### src/rtl/frame_write_scheduler_if.sv
`default_nettype none
// ============================================================================
// Module   : frame_write_scheduler_if
// Brief    : Frame/source/swap handshake bundle around frame_write_scheduler.
// Revision : 1.0
// ============================================================================
interface frame_write_scheduler_if #(
    parameter int NUM_SOURCES = 2,
    parameter int SEL_WIDTH   = 1
);
    logic                   frame;
    logic [NUM_SOURCES-1:0] src_enable;
    logic [NUM_SOURCES-1:0] src_done;
    logic                   swap_ack;
    logic [SEL_WIDTH-1:0]   write_source_sel;
    logic                   write_awaited;
    logic [NUM_SOURCES-1:0] src_grant;
    logic                   swap_req;
    logic                   busy;
    logic                   timeout_flag;
    logic [7:0]             missed_frames;

    // Scheduler side: owns the write-port grant and the swap request.
    modport master (
        input  frame, src_enable, src_done, swap_ack,
        output write_source_sel, write_awaited, src_grant,
               swap_req, busy, timeout_flag, missed_frames
    );

    // Environment side: screen controller, drawing units, frame manager.
    modport slave (
        output frame, src_enable, src_done, swap_ack,
        input  write_source_sel, write_awaited, src_grant,
               swap_req, busy, timeout_flag, missed_frames
    );
endinterface
`default_nettype wire

### src/rtl/frame_write_scheduler.sv
`default_nettype none
// ============================================================================
// Module   : frame_write_scheduler
// Brief    : Painter's-order arbiter for the frame buffer write port.
// Revision : 1.0
// ============================================================================
module frame_write_scheduler #(
    parameter int NUM_SOURCES    = 2,
    parameter int SEL_WIDTH      = 1,
    parameter int TIMEOUT_CYCLES = 400000,
    parameter int TIMEOUT_WIDTH  = 20
) (
    input  wire logic               clk,
    input  wire logic               reset,
    frame_write_scheduler_if.master bus
);
    localparam logic [TIMEOUT_WIDTH-1:0] c_TIMEOUT_LAST = TIMEOUT_WIDTH'(TIMEOUT_CYCLES - 1);
    localparam logic [SEL_WIDTH-1:0]     c_LAST_SRC     = SEL_WIDTH'(NUM_SOURCES - 1);

    typedef enum logic [2:0] {
        S_IDLE  = 3'd0,
        S_SCAN  = 3'd1,
        S_GRANT = 3'd2,
        S_GAP   = 3'd3,
        S_SWAP  = 3'd4
    } state_t;

    state_t                   state_q;
    logic [SEL_WIDTH-1:0]     sel_q;
    logic                     awaited_q;
    logic [NUM_SOURCES-1:0]   grant_q;
    logic                     swap_req_q;
    logic                     busy_q;
    logic                     timeout_q;
    logic [7:0]               missed_q;
    logic                     pending_q;
    logic [TIMEOUT_WIDTH-1:0] timer_q;

    logic                     scan_hit_d;
    logic [SEL_WIDTH-1:0]     scan_idx_d;
    logic                     done_sel;

    // Descending walk so the lowest enabled index >= sel_q wins.
    always_comb begin
        scan_hit_d = 1'b0;
        scan_idx_d = '0;
        for (int i = NUM_SOURCES - 1; i >= 0; i--) begin
            if (i >= int'(sel_q) && bus.src_enable[i]) begin
                scan_hit_d = 1'b1;
                scan_idx_d = SEL_WIDTH'(i);
            end
        end
    end

    assign done_sel = bus.src_done[sel_q];

    always_ff @(posedge clk) begin
        if (reset) begin
            state_q    <= S_IDLE;
            sel_q      <= '0;
            awaited_q  <= 1'b0;
            grant_q    <= '0;
            swap_req_q <= 1'b0;
            busy_q     <= 1'b0;
            timeout_q  <= 1'b0;
            missed_q   <= 8'd0;
            pending_q  <= 1'b0;
            timer_q    <= '0;
        end else begin
            if (bus.frame && busy_q) begin
                pending_q <= 1'b1;
                if (missed_q != 8'hFF) begin
                    missed_q <= missed_q + 8'd1;
                end
            end

            case (state_q)
                S_IDLE: begin
                    if (bus.frame || pending_q) begin
                        busy_q    <= 1'b1;
                        pending_q <= 1'b0;
                        sel_q     <= '0;
                        state_q   <= S_SCAN;
                    end
                end
                S_SCAN: begin
                    if (scan_hit_d) begin
                        sel_q     <= scan_idx_d;
                        timer_q   <= '0;
                        awaited_q <= 1'b1;
                        grant_q   <= NUM_SOURCES'(1) << scan_idx_d;
                        state_q   <= S_GRANT;
                    end else begin
                        swap_req_q <= 1'b1;
                        state_q    <= S_SWAP;
                    end
                end
                S_GRANT: begin
                    if (done_sel || timer_q == c_TIMEOUT_LAST) begin
                        awaited_q <= 1'b0;
                        grant_q   <= '0;
                        state_q   <= S_GAP;
                        if (!done_sel) begin
                            timeout_q <= 1'b1;
                        end
                    end else begin
                        timer_q <= timer_q + TIMEOUT_WIDTH'(1);
                    end
                end
                S_GAP: begin
                    if (sel_q == c_LAST_SRC) begin
                        state_q <= S_SWAP;
                    end else begin
                        sel_q   <= sel_q + SEL_WIDTH'(1);
                        state_q <= S_SCAN;
                    end
                end
                S_SWAP: begin
                    // Arriving from GAP, the request rises one cycle after entry.
                    if (!swap_req_q) begin
                        swap_req_q <= 1'b1;
                    end else if (bus.swap_ack) begin
                        swap_req_q <= 1'b0;
                        busy_q     <= 1'b0;
                        state_q    <= S_IDLE;
                    end
                end
                default: begin
                    state_q <= S_IDLE;
                end
            endcase
        end
    end

    assign bus.write_source_sel = sel_q;
    assign bus.write_awaited    = awaited_q;
    assign bus.src_grant        = grant_q;
    assign bus.swap_req         = swap_req_q;
    assign bus.busy             = busy_q;
    assign bus.timeout_flag     = timeout_q;
    assign bus.missed_frames    = missed_q;
endmodule
`default_nettype wire

### src/flat_wrapper.sv
// flat-port wrapper written by rule: the top's interface ports become plain ports
module frame_write_scheduler_flat 
#(
    parameter int NUM_SOURCES    = 2,
    parameter int SEL_WIDTH      = 1,
    parameter int TIMEOUT_CYCLES = 400000,
    parameter int TIMEOUT_WIDTH  = 20
)
  (clk, reset, bus_frame, bus_src_enable, bus_src_done, bus_swap_ack, bus_write_source_sel, bus_write_awaited, bus_src_grant, bus_swap_req, bus_busy, bus_timeout_flag, bus_missed_frames);
  frame_write_scheduler_if #(.NUM_SOURCES(NUM_SOURCES), .SEL_WIDTH(SEL_WIDTH)) bus_i ();
  input  wire logic clk;
  input  wire logic reset;
  input wire logic [$bits(bus_i.frame)-1:0] bus_frame;
  input wire logic [$bits(bus_i.src_enable)-1:0] bus_src_enable;
  input wire logic [$bits(bus_i.src_done)-1:0] bus_src_done;
  input wire logic [$bits(bus_i.swap_ack)-1:0] bus_swap_ack;
  output wire logic [$bits(bus_i.write_source_sel)-1:0] bus_write_source_sel;
  output wire logic [$bits(bus_i.write_awaited)-1:0] bus_write_awaited;
  output wire logic [$bits(bus_i.src_grant)-1:0] bus_src_grant;
  output wire logic [$bits(bus_i.swap_req)-1:0] bus_swap_req;
  output wire logic [$bits(bus_i.busy)-1:0] bus_busy;
  output wire logic [$bits(bus_i.timeout_flag)-1:0] bus_timeout_flag;
  output wire logic [$bits(bus_i.missed_frames)-1:0] bus_missed_frames;
  assign bus_i.frame = bus_frame;
  assign bus_i.src_enable = bus_src_enable;
  assign bus_i.src_done = bus_src_done;
  assign bus_i.swap_ack = bus_swap_ack;
  assign bus_write_source_sel = bus_i.write_source_sel;
  assign bus_write_awaited = bus_i.write_awaited;
  assign bus_src_grant = bus_i.src_grant;
  assign bus_swap_req = bus_i.swap_req;
  assign bus_busy = bus_i.busy;
  assign bus_timeout_flag = bus_i.timeout_flag;
  assign bus_missed_frames = bus_i.missed_frames;
  frame_write_scheduler #(.NUM_SOURCES(NUM_SOURCES), .SEL_WIDTH(SEL_WIDTH), .TIMEOUT_CYCLES(TIMEOUT_CYCLES), .TIMEOUT_WIDTH(TIMEOUT_WIDTH)) u_core (.clk(clk), .reset(reset), .bus(bus_i));
endmodule
### config.mk
export PLATFORM = sky130hd
export DESIGN_NAME = frame_write_scheduler_flat
export DESIGN_NICKNAME = d
export VERILOG_FILES = /design/src/rtl/frame_write_scheduler_if.sv /design/src/rtl/frame_write_scheduler.sv /design/src/flat_wrapper.sv
export SDC_FILE = /design/constraint.sdc
export NUM_CORES = 1
export LEC_CHECK = 0
export ABC_CLOCK_PERIOD_IN_PS = 1900
export BUFFER_PORTS_ARGS = -buffer_cell sky130_fd_sc_hd__buf_2
export CAP_MARGIN = 30
export CORE_MARGIN = 2
export CORE_UTILIZATION = 50
export CTS_BUF_LIST = sky130_fd_sc_hd__clkbuf_8
export CTS_CLUSTER_SIZE = 8
export DETAILED_ROUTE_END_ITERATION = 8
export PLACE_DENSITY = 0.72
export SETUP_SLACK_MARGIN = 0.15
export SLEW_MARGIN = 25
export SYNTH_ARGS = -nofsm -noshare
export SYNTH_HDL_FRONTEND = slang
export SYNTH_SLANG_ARGS = --single-unit
### constraint.sdc
create_clock -name clk -period 1.9 [get_ports clk]
set_input_delay 0.38 -clock clk [delete_from_list [all_inputs] [get_ports clk]]
set_output_delay 0.38 -clock clk [all_outputs]
set_load 0.01 [all_outputs]
Word level (Yosys, flattened, before mapping)

Cells that the tools add are included.

Register bits after elaboration: 39
Input bits: 8
Logic and storage cells: 83

Bitwise operators: 1
Shift operators: 1
Magnitude comparators: 2
Multiplexer cells: 36
Reduce and logical (&&, ||, !) cells: 17
Add/subtract/negate cells: 3
Eq/ne operators: 13

Operators with widths:

| kind                                            | count |
|---|---|
| two-way mux 20 bit                              | 2 |
| case mux 20 bit (2 select lines)                | 1 |
| adder 20 x 1 -> 20 bit, second input constant   | 1 |
| == test 20 x 19 -> 1 bit, second input constant | 1 |
| two-way mux 1 bit                               | 19 |
| two-way mux 3 bit                               | 6 |
| case mux 3 bit (5 select lines)                 | 1 |
| AND reduction 3 bit                             | 4 |
| adder 8 x 1 -> 8 bit, second input constant     | 1 |
| != test 2 x 1 -> 1 bit, second input constant   | 4 |
| != test 8 bit, second input constant            | 1 |
| AND reduction 4 bit                             | 2 |
| == test 3 x 2 -> 1 bit, second input constant   | 2 |
| != test 2 bit, second input constant            | 3 |
| case mux 1 bit (2 select lines)                 | 3 |
| nonzero test 2 bit                              | 3 |
| two-way mux 2 bit                               | 2 |
| case mux 2 bit (2 select lines)                 | 1 |
| AND reduction 2 bit                             | 2 |
| == test 3 x 1 -> 1 bit, second input constant   | 1 |
| == test 3 bit, second input constant            | 1 |
| logical NOT 3 bit                               | 1 |
| case mux 1 bit (3 select lines)                 | 1 |
| nonzero test 3 bit                              | 1 |
| 7 further kinds                                 | 9 |

Depth between registers and ports, before layout

Gate-level depths: netlist of the first run.

Word-level depth: 6
Gate-level depth with buffers: 9

Least setup slack after synthesis of the first run

Ideal clock, no wire load.

Kind: reg-to-reg
From: register u_core.timer_q[0]
To: register u_core.timer_q[13]
Arrival time: 1.894 ns
Path buffers: 2
Data required time: 1.783 ns
Setup slack: -0.111 ns
Period minus slack after synthesis: 2.011 ns
Library setup time: 0.117 ns
Cell stages (with the launch flop): 9
Path through: dfxtp_1 -> ha_1 -> nand4_1 -> nor4_1 -> a21o_1 -> buf_6 -> buf_4 -> a21oi_1 -> o22a_1

Longest elaborated chain between the ends: 4
Elaborated cells between the ends (all ways): 7
Classes of those cells: add/sub (1); eq/ne (2); mux (2); reduce/logical (2)

RTL lines:

| what                                                           | RTL line                     | source |
|---|---|---|
| start, declared                                                | frame_write_scheduler.sv:37  | `logic [TIMEOUT_WIDTH-1:0] timer_q;` |
| start signal, assigned                                         | frame_write_scheduler.sv:107 | `timer_q <= timer_q + TIMEOUT_WIDTH'(1);` |
| branches (longest 4 deep; another with adder 20 x 1 -> 20 bit) | --                           |  |

Parallel ways; which one is timed is not known. The select of a mux whose other input is x is not followed.
A chain may end at the register's enable or synchronous reset.

Final worst setup path of the first run

From: register u_core.state_q[1]
To: register u_core.timer_q[11]

Longest elaborated chain between the ends: 3
Elaborated cells between the ends (all ways): 7
Classes of those cells: eq/ne (4); mux (1); reduce/logical (2)

RTL lines:

| what                                                                    | RTL line                    | source |
|---|---|---|
| start, declared                                                         | frame_write_scheduler.sv:28 | `state_t state_q;` |
| start signal, assigned                                                  | frame_write_scheduler.sv:59 | `state_q <= S_IDLE;` |
| start signal, assigned                                                  | frame_write_scheduler.sv:83 | `state_q <= S_SCAN;` |
| start signal, assigned                                                  | frame_write_scheduler.sv:92 | `state_q <= S_GRANT;` |
| == test 3 x 2 -> 1 bit / == test 3 x 1 -> 1 bit (equally long branches) | frame_write_scheduler.sv:77 | `case (state_q)` |
| != test 2 bit (no line), or another cell as far along                   | --                          |  |
| AND reduction 3 bit (no line)                                           | --                          |  |

Parallel ways exist; a longest one is shown, timed or not.

==> summary by stage, run 1 <==
Timing
Dividing the final minimum period by the clock period gives 0.982. The maximum frequency from static timing analysis is 536 MHz. The relative slew slack is 0.760. The number of hold violations in the final report is 0. Setup repair after global routing could not meet its margin everywhere. Counting I/O delays and the setup requirement, the final critical path takes 1.86 ns. The total count of max-transition violations in the final report is 0. For the final database, setup skew stands at 0.00984 ns. At the pin with the least slew margin, the transition time is between 0.3 and 0.4 ns. Setup violations remaining at the end of the flow were counted as 0.

Floorplan
After floorplanning, the core was divided into 23 placement rows. The core region is 3970 sq um. The die boundary height is a little under 70 um.

The die covers 4640 sq um. The initial core utilization is 0.517. The floorplan die width is 68.1 um. The I/O pin count is 23.

Synth
The complex-gate fraction of the synthesized area came to 0.257. The most frequently used flop master after synthesis is dfxtp_1. The register bit total from synthesis is 39. The share of the yosys chip area belonging to registers is 0.380. The dominant combinational cell family by area after synthesis is simple AND/OR/NAND/NOR gates. The most numerous cell in the Yosys netlist is dfxtp_1.

After synthesis the cells add up to 2050 sq um. When the netlist entered floorplanning its net count stood at ~250. The largest total area in the synthesized netlist belongs to dfxtp_1.

Of the total synthesized cell area, the portion taken by full adders, half adders and majority gates is 0.0122. Ranked by instance count, the synthesized netlist is headed by 39 x dfxtp_1, 26 x a21oi_1, 20 x nand2_1, 20 x nor2_1, 12 x a31oi_1. Of the total synthesized cell area, the portion taken by AND, OR, NAND and NOR gates is 0.261. Of all flip-flops after synthesis, the portion carrying an async set or reset was 0. The xor and xnor area share after synthesis is 0.0256. The average instance in the mapped netlist occupies 8.42 sq um. In the post-synthesis netlist, the biggest area contributors are dfxtp_1 38%, a21oi_1 6.3%, a31oi_1 3.7%, nand2_1 3.7%, nor2_1 3.7%.

Synthesis handed over a netlist of 244 instances. The total of warnings raised by yosys is 0. The fraction of synthesized cell area taken by the top area cell type is 0.380.

Yosys mapped a number of flops with a built-in enable equal to 0. The number of distinct library cells after synthesis is 53. The portion of synthesized area spent on multiplexers is 0.0195.

Clock network
The number of hold buffers added after cts is 0. The clock transition at the registers of the reported paths is 0.08 ns. The cell chosen for the clock root is clkbuf_8. The number of buffers inserted during clock tree synthesis is 5.

The insertion delay to the later sink of the worst-skew pair is roughly 0.30 ns. The maximum clock insertion buffer count is 2. The TritonCTS clock tree is built. The H-tree generated during clock tree synthesis spans 2 levels. Clock tree synthesis found a total of 39 sinks.

Global route
The wire length of the first global-routing pass is 8.94 mm. Entering global routing, the biggest net connects 20 pins. The total routing resource utilization after global routing is 0.261.

The total overflow left after global routing is 0. The via count of the first global-routing pass came to 1885. The number of antenna violations at the first check in global routing came to 0.

Placement
Once placement completed, the tool counted placed cells totaling 339. The total half-perimeter wirelength after legalization and detailed placement is about 3.8 mm. The area after detailed placement is 2460 sq um.

The count of buffers from port buffering is 22. The congestion estimate from routability-driven global placement came to roughly 0.96.

Detailed routing
After detailed routing, the number of remaining DRC violations is 0. Using the TritonRoute via totals, the vias-per-cell ratio works out to 6.16. The detailed-route wire length on metal 1 is roughly 2.5 mm. Routed signal wires occupy layers up through met4. Summed over all layers, the routed wires come to 5.72 mm. For this block, the initial DRC count from the detailed router was 306. After detailed routing, the met2 layer carries 2.69 mm of wire. The iteration count of the initial detailed-routing pass is 4. The total number of vias is about 2200. The post-detailed-route count of antenna-violating nets is 0.

The routed length on met3 is roughly 350 um. Dividing the detail-routed wire length by the instance count gives 16.2 um.

Critical path
The reg2reg setup slack is 0.04 ns. The worst setup path is launched from a flip-flop. For the worst setup path, the data arrival time is 2.11 ns. The type of element capturing the critical path is a flip-flop. For the worst setup path, the data required time is ~2.1 ns. The critical path start-end classification is reg -> reg. The capturing element of the worst setup path is u_core.timer_q[11]. Of all nets on the critical path, the largest fanout is 16. The startpoint identified for the worst register-to-register timing path is u_core.state_q[1]. The capture point of the worst reg-to-reg path is u_core.timer_q[11]. The count of cells along the worst register-to-register path is 6. The most critical setup path has its startpoint at u_core.state_q[1].

Pwr
IR analysis of the VDD net gives a maximum drop of 0.000556 V. The power density over the cells is about 750 nW/um^2. The analysis attributes to cell leakage a power of 1.12 nW.

Finish
The layout-stage area growth over the synthesis result is 33.4%. The count of inserted antenna diode cells is 0. In the final design database the tool counted 312 nets.

The final instance count without filler cells is ~350. The combined flip-flop and latch cell area is 785 sq um. The layout has 306 filler cells. In the final layout, the multi-input gates occupy 1310 sq um. The post-layout instance area is roughly 2700 sq um. The fraction of layout instances using a drive strength above 1 is 0.333.

Hold path
Along the worst hold path, the cell count comes to 2. The tightest min-delay check is of the in -> reg type.

Status
The run finished with clean final reports.

Flow run
Max-cap violations in this run came to 0.
cell type report:
class	instances	share of cell area
clock buffers	6	0.0301
clock inverters	2	0.0128
inverters	7	0.00959
multi-input cells	186	0.479
flip-flops and latches	39	0.286
well taps	50	0.0228
repair buffers	63	0.160
what timing repair did:
item | CTS | global route
setup endpoints to repair | 21 | 24
resized for setup | 12 | 14
pin swaps | 3 | 5
setup buffers | 1 | 5
routing by layer:
layer,global-route usage,vias to the layer above
met3,0.0559,19
li1,-,1045
met5,0,-
met4,0.118,0
met1,0.357,1036
met2,0.394,76
where the power goes:
| part | internal, W | switching [W] |
|---|---|---|
| Sequential | 0.000853 | 0.0000230 |
| Combinational | 0.000203 | 0.000248 |
| Clock | 0.000425 | 0.000312 |
| Total | 0.00148 | 0.000584 |
worst min-delay path by stage:
stage | to | slack (ns) | startpoint
after global routing | u_core.bus.swap_req | 0.28 | bus_swap_ack
after global placement | u_core.timer_q[19] | 0.47 | u_core.timer_q[19]
final | u_core.bus.swap_req | 0.29 | bus_swap_ack
after floorplan | u_core.timer_q[19] | 0.44 | u_core.timer_q[19]
after CTS | u_core.bus.swap_req | 0.28 | bus_swap_ack
after detailed placement | u_core.timer_q[19] | 0.47 | u_core.timer_q[19]
stage by stage:
stage / hold WS (ns) / util / power [W] / setup WS, ns / TNS (ns)
floorplan: 0.442 / - / 0.00113 / 0.0244 / 0
global placement: 0.470 / 0.619 / 0.00128 / 0.113 / 0
detailed placement: 0.474 / 0.619 / 0.00128 / 0.0572 / 0
CTS: 0.282 / 0.664 / 0.00202 / 0.0991 / 0
global route: 0.284 / 0.690 / 0.00213 / -0.0166 / -0.0373
finish: 0.286 / 0.690 / 0.00206 / 0.0350 / 0
flip-flops by register name, summed over array words and instances, names as in the netlist:
name,flops
u_core.bus.src_grant,2
u_core.bus.write_awaited,1
u_core.timer_q,20
u_core.bus.timeout_flag,1
u_core.bus.swap_req,1
u_core.bus.write_source_sel,1
u_core.bus.busy,1
u_core.pending_q,1
u_core.bus.missed_frames,8
u_core.state_q,3
placed cells by master, fill, tap and decap left out, drive strengths merged, types with 8 or more instances in the layout:
cell	n
a31oi	12
nor3	8
nand4	8
nand3	9
dfxtp	39
nand2	20
a21oi	26
nor2	21
buf	63
worst max-delay path, cell delays in order, from the launching register on:
cell and delay [ns]:
dfxtp_2 0.34, or3b_4 0.39, nand2b_4 0.15, a21o_1 0.19, buf_12 0.15, a2111oi_2 0.38, o22a_1 0.19
cells by family (layout without fill, tap and decap cells):
family                   Yosys count  after routing
XOR/XNOR                           6              6
AND/OR/NAND/NOR                   98             98
flip-flops                        39             39
adder cells (fa/ha/maj)            2              2
multiplexers                       4              4
buffers and inverters             19             78
AO/OA/AOI/OAI                     76             76
(Power assumes the default switching activity.)
==> run 2: changes to the inputs <==
--- a/config.mk
+++ b/config.mk
@@ -5,7 +5,7 @@
 export SDC_FILE = /design/constraint.sdc
 export NUM_CORES = 1
 export LEC_CHECK = 0
-export ABC_CLOCK_PERIOD_IN_PS = 1900
+export ABC_CLOCK_PERIOD_IN_PS = 2200
 export BUFFER_PORTS_ARGS = -buffer_cell sky130_fd_sc_hd__buf_2
 export CAP_MARGIN = 30
 export CORE_MARGIN = 2
@@ -13,7 +13,8 @@
 export CTS_BUF_LIST = sky130_fd_sc_hd__clkbuf_8
 export CTS_CLUSTER_SIZE = 8
 export DETAILED_ROUTE_END_ITERATION = 8
-export PLACE_DENSITY = 0.72
+export GPL_ROUTABILITY_DRIVEN = 0
+export PLACE_DENSITY = 0.69
 export SETUP_SLACK_MARGIN = 0.15
 export SLEW_MARGIN = 25
 export SYNTH_ARGS = -nofsm -noshare
==> constraint.sdc (replaced) <==
create_clock -name clk -period 2.2 [get_ports clk]
set_input_delay 0.44 -clock clk [delete_from_list [all_inputs] [get_ports clk]]
set_output_delay 0.44 -clock clk [all_outputs]
set_load 0.01 [all_outputs]
==> summary by stage, run 2 (synthesized netlist as in run 1, its figures left out) <==
Floorplan
The die is just under 70 um tall. The floorplan step defined a die boundary enclosing 4640 sq um. The I/O pin count is 23. The area of the core is 3970 sq um. The number of rows in the core area is 23. The die is just under 70 um wide. For this configuration, the core starts out at a cell density of 0.517.

Critical path
The sort of element at the start of the critical path is a flip-flop. By startpoint and endpoint, the worst setup path is classified as reg -> reg. The required time of the worst setup path is 2.36 ns. Of all nets on the critical path, the largest fanout is 5. The type of element capturing the critical path is a flip-flop. The data arrival time of the worst path is approximately 2.1 ns.

Clock network
The number of setup buffers added after CTS is 0. The clock passes through at most 2 buffers. TritonCTS built the clock tree.

For this design, the sink count on the clock tree is 39. The cell chosen for the clock root is clkbuf_8. The number of hold buffers added after cts is 0. After clock tree synthesis, the repair step resized 0 gates.

TritonCTS created 5 clock buffers. After clock tree synthesis, the clock-pin slew on the worst setup and hold paths is 0.08 ns. In this run the number of H-tree levels came out at 2. At the later pin of the worst-skew pair, clock insertion delay measures roughly 0.29 ns.

Detailed routing
The detailed-route wire length on metal 1 is between 2 and 2.5 mm. The post-route DRC violation count is 0. The count of nets left with antenna violations once routing finished came out at 0.

The DRC violation total after the first TritonRoute iteration is 258. The iteration count of the initial detailed-routing pass is 4. Wires add up to around 5.0 mm. The topmost layer with routed signal wires is met4.

The routed design uses between 200 and 250 um of met3 wire. The total number of vias is approximately 2000. The met2 wirelength from detailed routing is 2.33 mm. The wire length per cell after detailed routing is 15.2 um. The number of vias per cell is 6.09.

Timing
The actual transition at the worst max-transition pin is approximately 0.65 ns. The final setup violation count is 0. The maximum frequency from static timing analysis is slightly above 500 MHz.

Setup repair after global routing left no endpoint under its margin. The final sum of negative setup slack is 0 ns. Measured against its own limit, the worst slew margin works out to 0.565.

The number of hold violations in the final report was 0. The total count of max-transition violations in the final report is 0. The clock arrives with 0.00480 ns of skew. The clock period could shrink to 1.95 ns.

The share of the clock period used by the worst path is 0.884.

Pwr
The maximum vdd ir drop is 0.000515 V. In this run the power density over the cells is 655 nW/um^2. For this design the static power due to leakage is 0.980 nW.

The total power is about 0.0016 W.

Finish
The layout-stage area growth over the synthesis result is 19.0%. The most common cell after layout, fill and taps aside is dfxtp_1. The library cells used most frequently in the layout, excluding fill and tap cells, are 36 x dfxtp_1, 26 x a21oi_1, 22 x buf_2, 20 x nand2_1, 19 x nor2_1. Counting flops per register, the top entry is u_core.timer_q. The number of antenna diodes in the final layout is 0. Fill cells in the final layout number roughly 350.

After the last flow step, the layout net total stands at between 200 and 300. In the final layout, the share of cells above drive strength 1 is 0.221. The utilization of the core after routing is 0.616. The number of flip-flops under the largest register name is 20. The finished layout holds between 300 and 400 standard cells, fillers aside.

Placement
The cell count after placement is 322. Summed over all nets, the half-perimeter wirelength after detailed placement is 3.50 mm. The count of buffers from port buffering is 22.

Status
The run finished with clean final reports.

Global route
The wire length of the first global-routing pass is between 8 and 9 mm. The maximum number of pins on one net before global-route repair is 32. The via count of the first global-routing pass is 1765. The number of antenna violations at the first check in global routing is 0. For this run the aggregate overflow at the end of global routing stands at 0. The total routing resource utilization after global routing is 0.237.

Hold path
The worst hold path class is in -> reg.

Flow run
Across the run, the number of max-cap violations was 0.
run 2: changes by cell type in the layout (fill, tap and decap cells not counted), moves of 2 or more:
| cell | delta |
|---|---|
| a21oi_1 | +4 |
| a31oi_1 | +2 |
| a31oi_2 | -2 |
| buf_6 | -2 |
| buf_4 | -21 |
| a21oi_2 | -3 |
run 2: report_power, final:
part | internal [W] | leakage (nW) | switching [W] | total, W
Combinational | 0.000126 | 0.608 | 0.000174 | 0.000300
Clock | 0.000282 | 0.0557 | 0.000251 | 0.000533
Sequential | 0.000738 | 0.317 | 0.0000322 | 0.000770
Total | 0.00114 | 0.980 | 0.000457 | 0.00160
run 2: worst paths after layout:
check                                 end  cells past startpoint               startpoint  slack [ns]
setup / recovery       u_core.timer_q[18]                      8        u_core.timer_q[0]        0.25
hold / removal        u_core.bus.swap_req                      2             bus_swap_ack        0.36
setup reg to reg       u_core.timer_q[18]                      8        u_core.timer_q[0]        0.25
hold reg to reg   u_core.bus.src_grant[0]                      2  u_core.bus.src_grant[0]        0.47
run 2: metrics by stage:
step	worst slack (ns)	cell area, sq um	hold slack, ns
after floorplan	0.189	2050	0.437
after global placement	0.234	2310	0.464
after detailed placement	0.261	2310	0.471
after CTS	0.223	2410	0.357
after global routing	0.181	2440	0.379
final	0.254	2440	0.359
run 2: final cells by class:
class,count,area (sq um),share of cell area
inverters,7,26.3,0.0107
clock inverters,1,3.75,0.00154
clock buffers,7,96.3,0.0394
multi-input cells,186,1210,0.496
repair buffers,40,258,0.105
well taps,50,62.6,0.0256
flip-flops and latches,39,785,0.321
run 2: worst max-delay path: stages (launching register included):
cell and delay [ns]:
dfxtp_2 0.37, ha_2 0.22, nand4_1 0.17, buf_4 0.20
nor4_1 0.34, buf_4 0.18, a31oi_1 0.08, a21oi_1 0.16
o32ai_2 0.09
run 2: metal layers:
| layer | track usage | up-vias |
|---|---|---|
| met3 | 0.0543 | 5 |
| li1 | - | 997 |
| met4 | 0.0675 | 0 |
| met2 | 0.365 | 37 |
| met5 | 0 | - |
| met1 | 0.329 | 971 |
